File: src/rtl/jogo_pkg.sv
// Shared definitions for the memory game and its automatic player.
// State codes are also decoded by the game's 7-segment debug display.
package jogo_pkg;

  localparam int N_JOGADAS_DEF = 16;

  typedef enum logic [3:0] {
    INICIAL    = 4'd0,
    PULSO      = 4'd1,
    ESPERA     = 4'd2,
    CARREGA    = 4'd3,
    APRESENTA  = 4'd4,
    LIBERA     = 4'd5,
    ESPERA_FIM = 4'd6,
    FIM_OK     = 4'd10,
    FIM_ERRO   = 4'd14
  } estado_t;

  localparam logic [3:0] CHAVE_0 = 4'b0001;
  localparam logic [3:0] CHAVE_1 = 4'b0010;
  localparam logic [3:0] CHAVE_2 = 4'b0100;
  localparam logic [3:0] CHAVE_3 = 4'b1000;

endpackage

File: src/rtl/jogador_automatico_if.sv
// Bundle between the automatic player (master) and the game (slave):
// sequence ROM port, start pulse, switch lines and game result.
interface jogador_automatico_if;
  logic [3:0] rom_endereco;
  logic [3:0] rom_dado;
  logic       iniciar_out;
  logic [3:0] chaves_out;
  logic       pronto_in;
  logic       acertou_in;
  logic       errou_in;

  modport master (
    output rom_endereco, iniciar_out, chaves_out,
    input  rom_dado, pronto_in, acertou_in, errou_in
  );

  modport slave (
    input  rom_endereco, iniciar_out, chaves_out,
    output rom_dado, pronto_in, acertou_in, errou_in
  );
endinterface

File: src/rtl/contador_param.sv
// Up-counter 0..MODULO-1 with synchronous clear, enable and
// terminal-count flag; wraps or saturates at the terminal value.
module contador_param #(
  parameter int MODULO = 16,
  parameter int W      = 4,
  parameter bit SATURA = 1'b0
) (
  input  logic         clock,
  input  logic         reset,
  input  logic         clr,
  input  logic         en,
  output logic [W-1:0] q,
  output logic         tc
);

  logic [W-1:0] q_q, q_d;

  assign tc = (q_q == W'(MODULO - 1));
  assign q  = q_q;

  always_comb begin
    q_d = q_q;
    if (clr) begin
      q_d = '0;
    end else if (en) begin
      if (!tc)         q_d = q_q + W'(1);
      else if (!SATURA) q_d = '0;
    end
  end

  always_ff @(posedge clock) begin
    if (reset) q_q <= '0;
    else       q_q <= q_d;
  end

endmodule

File: src/rtl/jogador_automatico.sv
// Automatic player: replays the game's ROM sequence on the switch
// lines, optionally corrupting one round, and grades the game's result.
module jogador_automatico
  import jogo_pkg::*;
#(
  parameter int N_JOGADAS   = N_JOGADAS_DEF,
  parameter int HOLD_CYCLES = 3,
  parameter int TIMEOUT     = 64
) (
  input  logic                 clock,
  input  logic                 reset,
  input  logic                 comecar,
  input  logic                 injeta_erro,
  input  logic [3:0]           erro_pos,
  jogador_automatico_if.master jogo,
  output logic                 fim,
  output logic                 passou,
  output logic                 falhou,
  output logic [3:0]           db_estado,
  output logic [3:0]           db_jogada
);

  localparam int RW = $clog2(N_JOGADAS);
  localparam int HW = (HOLD_CYCLES > 1) ? $clog2(HOLD_CYCLES) : 1;
  localparam int TW = $clog2(TIMEOUT);

  estado_t estado_q, estado_d;
  logic       inj_q, inj_d;
  logic [3:0] pos_q, pos_d;
  logic [3:0] stim_q, stim_d;
  logic [3:0] estimulo;

  logic [RW-1:0] rodada;
  logic          rod_clr, rod_en, rod_tc;
  logic [HW-1:0] hold;
  logic          hold_tc;
  logic [TW-1:0] tmo_unused;
  logic          tmo_tc;
  logic          em_jogo, corrompe, sucesso;

  contador_param #(.MODULO(N_JOGADAS), .W(RW), .SATURA(1'b0)) u_rodada (
    .clock(clock), .reset(reset), .clr(rod_clr), .en(rod_en),
    .q(rodada), .tc(rod_tc)
  );

  contador_param #(.MODULO(HOLD_CYCLES), .W(HW), .SATURA(1'b0)) u_hold (
    .clock(clock), .reset(reset),
    .clr(estado_q != APRESENTA), .en(estado_q == APRESENTA),
    .q(hold), .tc(hold_tc)
  );

  contador_param #(.MODULO(TIMEOUT), .W(TW), .SATURA(1'b1)) u_tmo (
    .clock(clock), .reset(reset),
    .clr(estado_q != ESPERA_FIM), .en(estado_q == ESPERA_FIM),
    .q(tmo_unused), .tc(tmo_tc)
  );

  assign em_jogo  = estado_q inside {PULSO, ESPERA, CARREGA,
                                     APRESENTA, LIBERA, ESPERA_FIM};
  assign corrompe = inj_q && (4'(rodada) == pos_q);

  always_comb begin
    estimulo = jogo.rom_dado;
    if (corrompe) begin
      estimulo = (jogo.rom_dado == '0) ? CHAVE_0
               : {jogo.rom_dado[2:0], jogo.rom_dado[3]};
    end
  end

  always_comb begin
    sucesso = jogo.acertou_in && !jogo.errou_in && rod_tc;
    if (inj_q) begin
      sucesso = jogo.errou_in && !jogo.acertou_in
             && (4'(rodada) == pos_q);
    end
  end

  always_comb begin
    estado_d = estado_q;
    inj_d    = inj_q;
    pos_d    = pos_q;
    stim_d   = stim_q;
    rod_clr  = 1'b0;
    rod_en   = 1'b0;
    unique case (estado_q)
      INICIAL, FIM_OK, FIM_ERRO: begin
        if (comecar) begin
          estado_d = PULSO;
          inj_d    = injeta_erro;
          pos_d    = erro_pos;
          rod_clr  = 1'b1;
        end
      end
      PULSO:   estado_d = ESPERA;
      ESPERA:  estado_d = CARREGA;
      CARREGA: estado_d = APRESENTA;
      APRESENTA: begin
        // ROM data is valid from the first hold cycle; keep it from there.
        if (hold == '0) stim_d = estimulo;
        if (hold_tc)    estado_d = LIBERA;
      end
      LIBERA: begin
        if (rod_tc) begin
          estado_d = ESPERA_FIM;
        end else begin
          rod_en   = 1'b1;
          estado_d = CARREGA;
        end
      end
      ESPERA_FIM: if (tmo_tc) estado_d = FIM_ERRO;
      default: estado_d = INICIAL;
    endcase
    if (em_jogo && jogo.pronto_in) begin
      estado_d = (estado_q != PULSO && sucesso) ? FIM_OK : FIM_ERRO;
    end
  end

  always_ff @(posedge clock) begin
    if (reset) begin
      estado_q <= INICIAL;
      inj_q    <= 1'b0;
      pos_q    <= '0;
      stim_q   <= '0;
    end else begin
      estado_q <= estado_d;
      inj_q    <= inj_d;
      pos_q    <= pos_d;
      stim_q   <= stim_d;
    end
  end

  always_comb begin
    jogo.chaves_out = '0;
    if (estado_q == APRESENTA) begin
      jogo.chaves_out = (hold == '0) ? estimulo : stim_q;
    end
  end

  assign jogo.rom_endereco = 4'(rodada);
  assign jogo.iniciar_out  = (estado_q == PULSO);
  assign fim       = (estado_q == FIM_OK) || (estado_q == FIM_ERRO);
  assign passou    = (estado_q == FIM_OK);
  assign falhou    = (estado_q == FIM_ERRO);
  assign db_estado = estado_q;
  assign db_jogada = 4'(rodada);

endmodule

File: src/flat_wrapper.sv
// flat-port wrapper written by rule: the top's interface ports become plain ports
module jogador_automatico_flat import jogo_pkg::*;
#(
  parameter int N_JOGADAS   = N_JOGADAS_DEF,
  parameter int HOLD_CYCLES = 3,
  parameter int TIMEOUT     = 64
)
  (clock, reset, comecar, injeta_erro, erro_pos, fim, passou, falhou, db_estado, db_jogada, jogo_rom_endereco, jogo_iniciar_out, jogo_chaves_out, jogo_rom_dado, jogo_pronto_in, jogo_acertou_in, jogo_errou_in);
  jogador_automatico_if jogo_i ();
  input  logic clock;
  input  logic reset;
  input  logic comecar;
  input  logic injeta_erro;
  input  logic [3:0] erro_pos;
  output logic fim;
  output logic passou;
  output logic falhou;
  output logic [3:0] db_estado;
  output logic [3:0] db_jogada;
  output wire logic [$bits(jogo_i.rom_endereco)-1:0] jogo_rom_endereco;
  output wire logic [$bits(jogo_i.iniciar_out)-1:0] jogo_iniciar_out;
  output wire logic [$bits(jogo_i.chaves_out)-1:0] jogo_chaves_out;
  input wire logic [$bits(jogo_i.rom_dado)-1:0] jogo_rom_dado;
  input wire logic [$bits(jogo_i.pronto_in)-1:0] jogo_pronto_in;
  input wire logic [$bits(jogo_i.acertou_in)-1:0] jogo_acertou_in;
  input wire logic [$bits(jogo_i.errou_in)-1:0] jogo_errou_in;
  assign jogo_rom_endereco = jogo_i.rom_endereco;
  assign jogo_iniciar_out = jogo_i.iniciar_out;
  assign jogo_chaves_out = jogo_i.chaves_out;
  assign jogo_i.rom_dado = jogo_rom_dado;
  assign jogo_i.pronto_in = jogo_pronto_in;
  assign jogo_i.acertou_in = jogo_acertou_in;
  assign jogo_i.errou_in = jogo_errou_in;
  jogador_automatico #(.N_JOGADAS(N_JOGADAS), .HOLD_CYCLES(HOLD_CYCLES), .TIMEOUT(TIMEOUT)) u_core (.clock(clock), .reset(reset), .comecar(comecar), .injeta_erro(injeta_erro), .erro_pos(erro_pos), .jogo(jogo_i), .fim(fim), .passou(passou), .falhou(falhou), .db_estado(db_estado), .db_jogada(db_jogada));
endmodule
File: config.mk
export PLATFORM = sky130hd
export DESIGN_NAME = jogador_automatico_flat
export DESIGN_NICKNAME = d
export VERILOG_FILES = /design/src/rtl/jogo_pkg.sv /design/src/rtl/jogador_automatico_if.sv /design/src/rtl/contador_param.sv /design/src/rtl/jogador_automatico.sv /design/src/flat_wrapper.sv
export SDC_FILE = /design/constraint.sdc
export NUM_CORES = 1
export LEC_CHECK = 0
export CORE_MARGIN = 1.5
export CORE_UTILIZATION = 31
export DETAILED_ROUTE_END_ITERATION = 10
export GPL_TIMING_DRIVEN = 0
export SYNTH_ARGS = -nofsm -noshare
export SYNTH_HDL_FRONTEND = slang
export SYNTH_SLANG_ARGS = --single-unit
File: constraint.sdc
create_clock -name clock -period 2.3 [get_ports clock]
set_input_delay 0.46 -clock clock [delete_from_list [all_inputs] [get_ports clock]]
set_output_delay 0.46 -clock clock [all_outputs]
set_load 0.02 [all_outputs]
==> After elaboration in Yosys (flattened, before gate mapping) <==
Cells that the tools add are included.
{ "word_totals": {"register_bits": 25, "in_bits": 15} }
{ "classes": {"n_addsub": 3, "eq_ne": 18, "n_mux": 18, "bitwise": 1, "reduce_logical": 21} }
{ "ops": {"columns": ["cell", "count"], "rows": [
  ["$mux W4", 9],
  ["$pmux W4 S7", 1],
  ["$eq A4 B3 Y1 const B", 3],
  ["$eq A4 B4 Y1 const B", 3],
  ["$eq A4 B2 Y1 const B", 2],
  ["$logic_not A4 Y1", 2],
  ["$ne A4 B3 Y1 const B", 2],
  ["$logic_and A1 B1 Y1", 7],
  ["$add A6 B1 Y6 const B", 1],
  ["$eq A6 B6 Y1 const B", 1],
  ["$mux W3", 2],
  ["$ne A3 B1 Y1 const B", 2],
  ["$reduce_bool A6 Y1", 1],
  ["$reduce_or A2 Y1", 3],
  ["$mux W1", 5],
  ["$add A4 B1 Y4 const B", 1],
  ["$eq A4 B1 Y1 const B", 1],
  ["$eq A4 B4 Y1", 1],
  ["$ne A4 B1 Y1 const B", 1],
  ["$reduce_and A2 Y1", 2],
  ["$ne A3 B2 Y1 const B", 1],
  ["$reduce_and A3 Y1", 1],
  ["$reduce_or A3 Y1", 1],
  ["$add A2 B1 Y2 const B", 1],
  ["6 further kinds", 7]
]} }

==> Depth between registers and ports, before layout <==
{ "depth": {"word_depth": 7, "mapped_depth": 6, "ltp_nobuf": 5} }

==> Hierarchy <==
A second synthesis with hierarchy kept.
{ "hier_totals": {"cells_unflattened": 203, "area_unflattened_um2": 1646.6} }
{ "modules_own_cells": {"columns": ["module", "instances", "cells_per_inst", "area_each_um2", "seq_area_each_um2"], "rows": [
  ["jogador_automatico", 1, 142, 1067.3, 260.2],
  ["contador_param at u_core.u_tmo", 1, 32, 292.8, 120.1],
  ["contador_param at u_core.u_rodada", 1, 20, 191.4, 80.1],
  ["contador_param at u_core.u_hold", 1, 9, 95.1, 40.0]
]} }

==> Worst setup path before layout <==
Ideal clock, no wire load.
{ "synth_path": {"path_type": "register to register", "startpoint": "register u_core.estado_q[3], in the netlist u_core.db_estado[3]", "endpoint": "register u_core.estado_q[2], in the netlist u_core.db_estado[2]", "arrival_time_ns": 1.995, "t_required_ns": 2.209, "path_slack_ns": 0.214, "path_stages_with_launch": 6, "n_path_buf": 1, "cell_sequence": "dfxtp_1 -> buf_2 -> nor4b_1 -> or4b_1 -> o221ai_1 -> a311oi_1"} }
{ "synth_via": {"elab_chain_cells": 5, "word_cells_on_any_way": 21, "classes_between": "eq/ne (12); mux (3); reduce/logical (6)"} }
{ "synth_lines": {"columns": ["item", "line", "source"], "rows": [
  ["start: declaration", "jogador_automatico.sv:27", "estado_t estado_q, estado_d;"],
  ["start signal: assignment", "jogador_automatico.sv:125", "estado_q <= estado_d;"],
  ["$eq A4 B1 Y1 (*)", null, null],
  ["net jogo_iniciar_out", "flat_wrapper.sv:21", "output wire logic [$bits(jogo_i.iniciar_out)-1:0] jogo_iniciar_out;"],
  ["$reduce_bool A6 Y1", "jogador_automatico.sv:58", "assign em_jogo = estado_q inside {PULSO, ESPERA, CARREGA,"],
  ["$logic_and A1 B1 Y1", "jogador_automatico.sv:113", "if (em_jogo && jogo.pronto_in) begin"],
  ["$ne A3 B1 Y1 (no line) or $ne A3 B2 Y1 (tied branches)", null, null],
  ["$reduce_and A3 Y1 (no line)", null, null]
]} }
Mark *: on every way through the listed nets, which the timed path passes. The rest lies on a longest branch.
A chain may end at the register's enable or synchronous reset.

==> Worst setup path in the final report <==
{ "layout_path": {"startpoint": "register u_core.estado_q[1], in the netlist u_core.db_estado[1]", "endpoint": "output jogo_chaves_out[3]"} }
{ "layout_via": {"elab_chain_cells": 2} }
{ "layout_lines": {"columns": ["item", "line", "source"], "rows": [
  ["$eq A4 B3 Y1", "jogador_automatico.sv:134", "if (estado_q == APRESENTA) begin"],
  ["$mux W4", "jogador_automatico.sv:134", null],
  ["end: declaration", "flat_wrapper.sv:22", "output wire logic [$bits(jogo_i.chaves_out)-1:0] jogo_chaves_out;"]
]} }
No other way between the ends.

==> reports/results.tsv <==
metric	value	unit
placed_area	1830	um^2
finalSetupViolCount	4	
grt_overflow	0	
rows	24	
synth-main-ff-cell	dfxtp_1	
synth-edff-count	0	
start_util	0.325	
core_area	4410	um^2
yosys_warnings	0	
reg2reg_depth	5	
yosysSeqAreaShare	0.348	
wl	3.42	mm
cp-startpoint	u_core.db_estado[1]	
worst_slew_pin_slew	0.540	ns
cts_inserted_buffers	3	
layout.nets	235	
final_common_cell	clkdlybuf4s50_1	
hpwl	2.44	mm
layout_worst_path_cycle_share	1.02	
timing.critical_path.slowest_stage_cell	or4b_4	
path_cells	or4b_4 -> nor3_4 -> buf_6 -> nand4_1 -> nand3_1 -> buf_6	
routedWlPerCell	12.7	um
cpLargestDelayFamily	simple AND/OR/NAND/NOR gates	
track_usage	0.138	
rsz0062_at_grt	yes	
grt_max_degree	15	
antenna_found_initial	0	
path_class	flip-flop to output pin	
power_density	930	nW/um^2
crit_cells	6	
grt_pass1_wl	5.68	mm
cp_common_cell	buf_6	
vdd_drop_max	0.351	mV
cts_tree	done	
fin_worst_skew	0.00731	ns
async_flop_share	0	
insertion_delay	0.27	ns
cts_max_path_buffers	2	
path_buf_inv	2	
vias	1413	
ant_nets	0	
drc_errors	0	
via_per_inst	5.25	
drive_gt1_frac	0.171	
cts_sinks	25	
critPathCaptureType	output pin	
hold_violations	0	
synthTopCellsByArea	dfxtp_1, mux2i_1, nor2_1	
hold_path.class	input port to flip-flop	
violations	negative setup slack	
drt_first_pass_iters	4	
max-cap-violations	0	
gp_congestion	0.743	
area_delta_synth_final	36.2	%
io_buffers	33	
fmax	0.424	GHz
crit_fanout	4	
die_x	71.1	um
dp_slack	-0.304	ns
relSlewSlack	0.640	
synth.cell_area	1440	um^2
synth_top_area_share	0.348	
setup_tns	-0.165	ns
rrSetupSlack	0.45	ns
power.total	1.82	mW
cp-start-kind	flip-flop	
crit_end	jogo_chaves_out[3]	
cts_htree_levels	1	
root_buffer	clkbuf_8	
grt_pass1_vias	1283	
antenna_cells	0	
r2r_end	u_core.db_estado[2]	
r2r-start	u_core.u_rodada.q[0]	
avgSynthCellArea	8.35	um^2
status	finished with violations	
worst_slack	-0.0558	ns
p_leak	0.766	nW
cp_data_required_time	1.84	ns
final_cell_mix	clkdlybuf4s50_1, dfxtp_1, nor2_1	
cp_slowest_stage_delay	0.55	ns
dp.cells	257	
syn-instance-count	172	
synth_area_leader_cell	dfxtp_1	
die_area	5050	um^2
fin_cells	269	
synth.distinct_cells	45	
cp.arrival	1.90	ns
die_h	71.1	um
drt_iter0_markers	80	
yosys_register_bits	25	
clk_pin_slew_worst_paths	0.09	ns
syn_nets	189	
drv_slew	0	
final.min_clock_period	2.36	ns
stdcell_area	1960	um^2
final_util	0.443	
io_pins	35	
timing.hold.ws	0.455	ns
-- worst register-to-register path, stage by stage (launching register included) --
cell and delay [ns]:
dfxtp_1 0.46, ha_1 0.21, nand3_1 0.18, or4b_1 0.54, o221ai_1 0.18, a311oi_1 0.13
-- where the power goes --
| part | switching (mW) | internal, mW | total, mW | leakage [nW] |
|---|---|---|---|---|
| combinational | 0.513 | 0.454 | 0.967 | 0.535 |
| clock | 0.142 | 0.121 | 0.264 | 0.0255 |
| sequential | 0.0688 | 0.520 | 0.589 | 0.205 |
-- cells in the mapped netlist (2+ instances only) --
cell and count:
a311oi_1 2, clkbuf_1 6, dfxtp_1 25, buf_2 5, nand2_1 14, nand2b_1 6, a211oi_1 3, ha_1 2
nand4_1 4, a211o_1 2, buf_4 4, inv_1 4, nor2_1 20, nor4_1 3, nor3b_1 2, o211ai_1 4
nand3_1 12, and2_1 2, or4b_1 2, mux2i_1 8, xnor2_1 7, nor3_1 2, a31oi_1 5, a21oi_1 5
and3_1 2, xor2_1 2
-- sequential cells by signal (all words and copies together), names as in the netlist --
signal and count:
u_core.u_tmo.q 6, u_core.pos_q 4, u_core.u_rodada.q 4, u_core.stim_q 4, u_core.db_estado 4, u_core.inj_q 1
u_core.u_hold.q 2
-- cells by family (layout without fill, tap and decap cells) --
logic type / after synthesis / count (layout) / share of synthesized area
xor+xnor: 9 / 9 / 0.0549
simple gates: 80 / 80 / 0.310
flops: 25 / 25 / 0.348
fa+ha+maj: 2 / 2 / 0.0174
buf+inv: 19 / 64 / 0.0645
mux: 8 / 8 / 0.0558
compound gates: 29 / 29 / 0.149
-- what timing repair did --
| action | in CTS | in global routing |
|---|---|---|
| setup buffers | 6 | 2 |
| resized for setup | 35 | 1 |
| hold buffers | 0 | 0 |
| pin swaps | 6 | 2 |
| setup endpoints to repair | 8 | 4 |
| gates cloned | 0 | 0 |
-- cell type report --
type,count,area [um^2]
Clock buffer,3,41.3
Inverter,4,15.0
Sequential cell,25,508
Multi-Input combinational cell,128,850
Tap cell,52,65.1
Timing Repair Buffer,41,394
Clock inverter,1,5.00
Buffer,15,78.8
Fill cell,466,2460
-- routing by layer --
metal	vias to the layer above	wire length, um	GRT usage
met1	669	1640	0.179
met3	4	159	0.0385
met4	0	48	0.0356
met5	-	0	0
li1	712	-	-
met2	28	1580	0.228
-- worst min path at each step --
stage | startpoint | end | slack [ns] | cells past startpoint
3_3_place_gp | u_core.stim_q[3] | u_core.stim_q[3] | 0.47 | 2
3_5_place_dp | u_core.stim_q[3] | u_core.stim_q[3] | 0.47 | 2
5_1_grt | reset | u_core.stim_q[3] | 0.46 | 2
4_1_cts | reset | u_core.stim_q[3] | 0.45 | 2
6_report | reset | u_core.stim_q[3] | 0.45 | 2
2_1_floorplan | u_core.stim_q[3] | u_core.stim_q[3] | 0.45 | 2
Power figures use the tool's default switching activity.
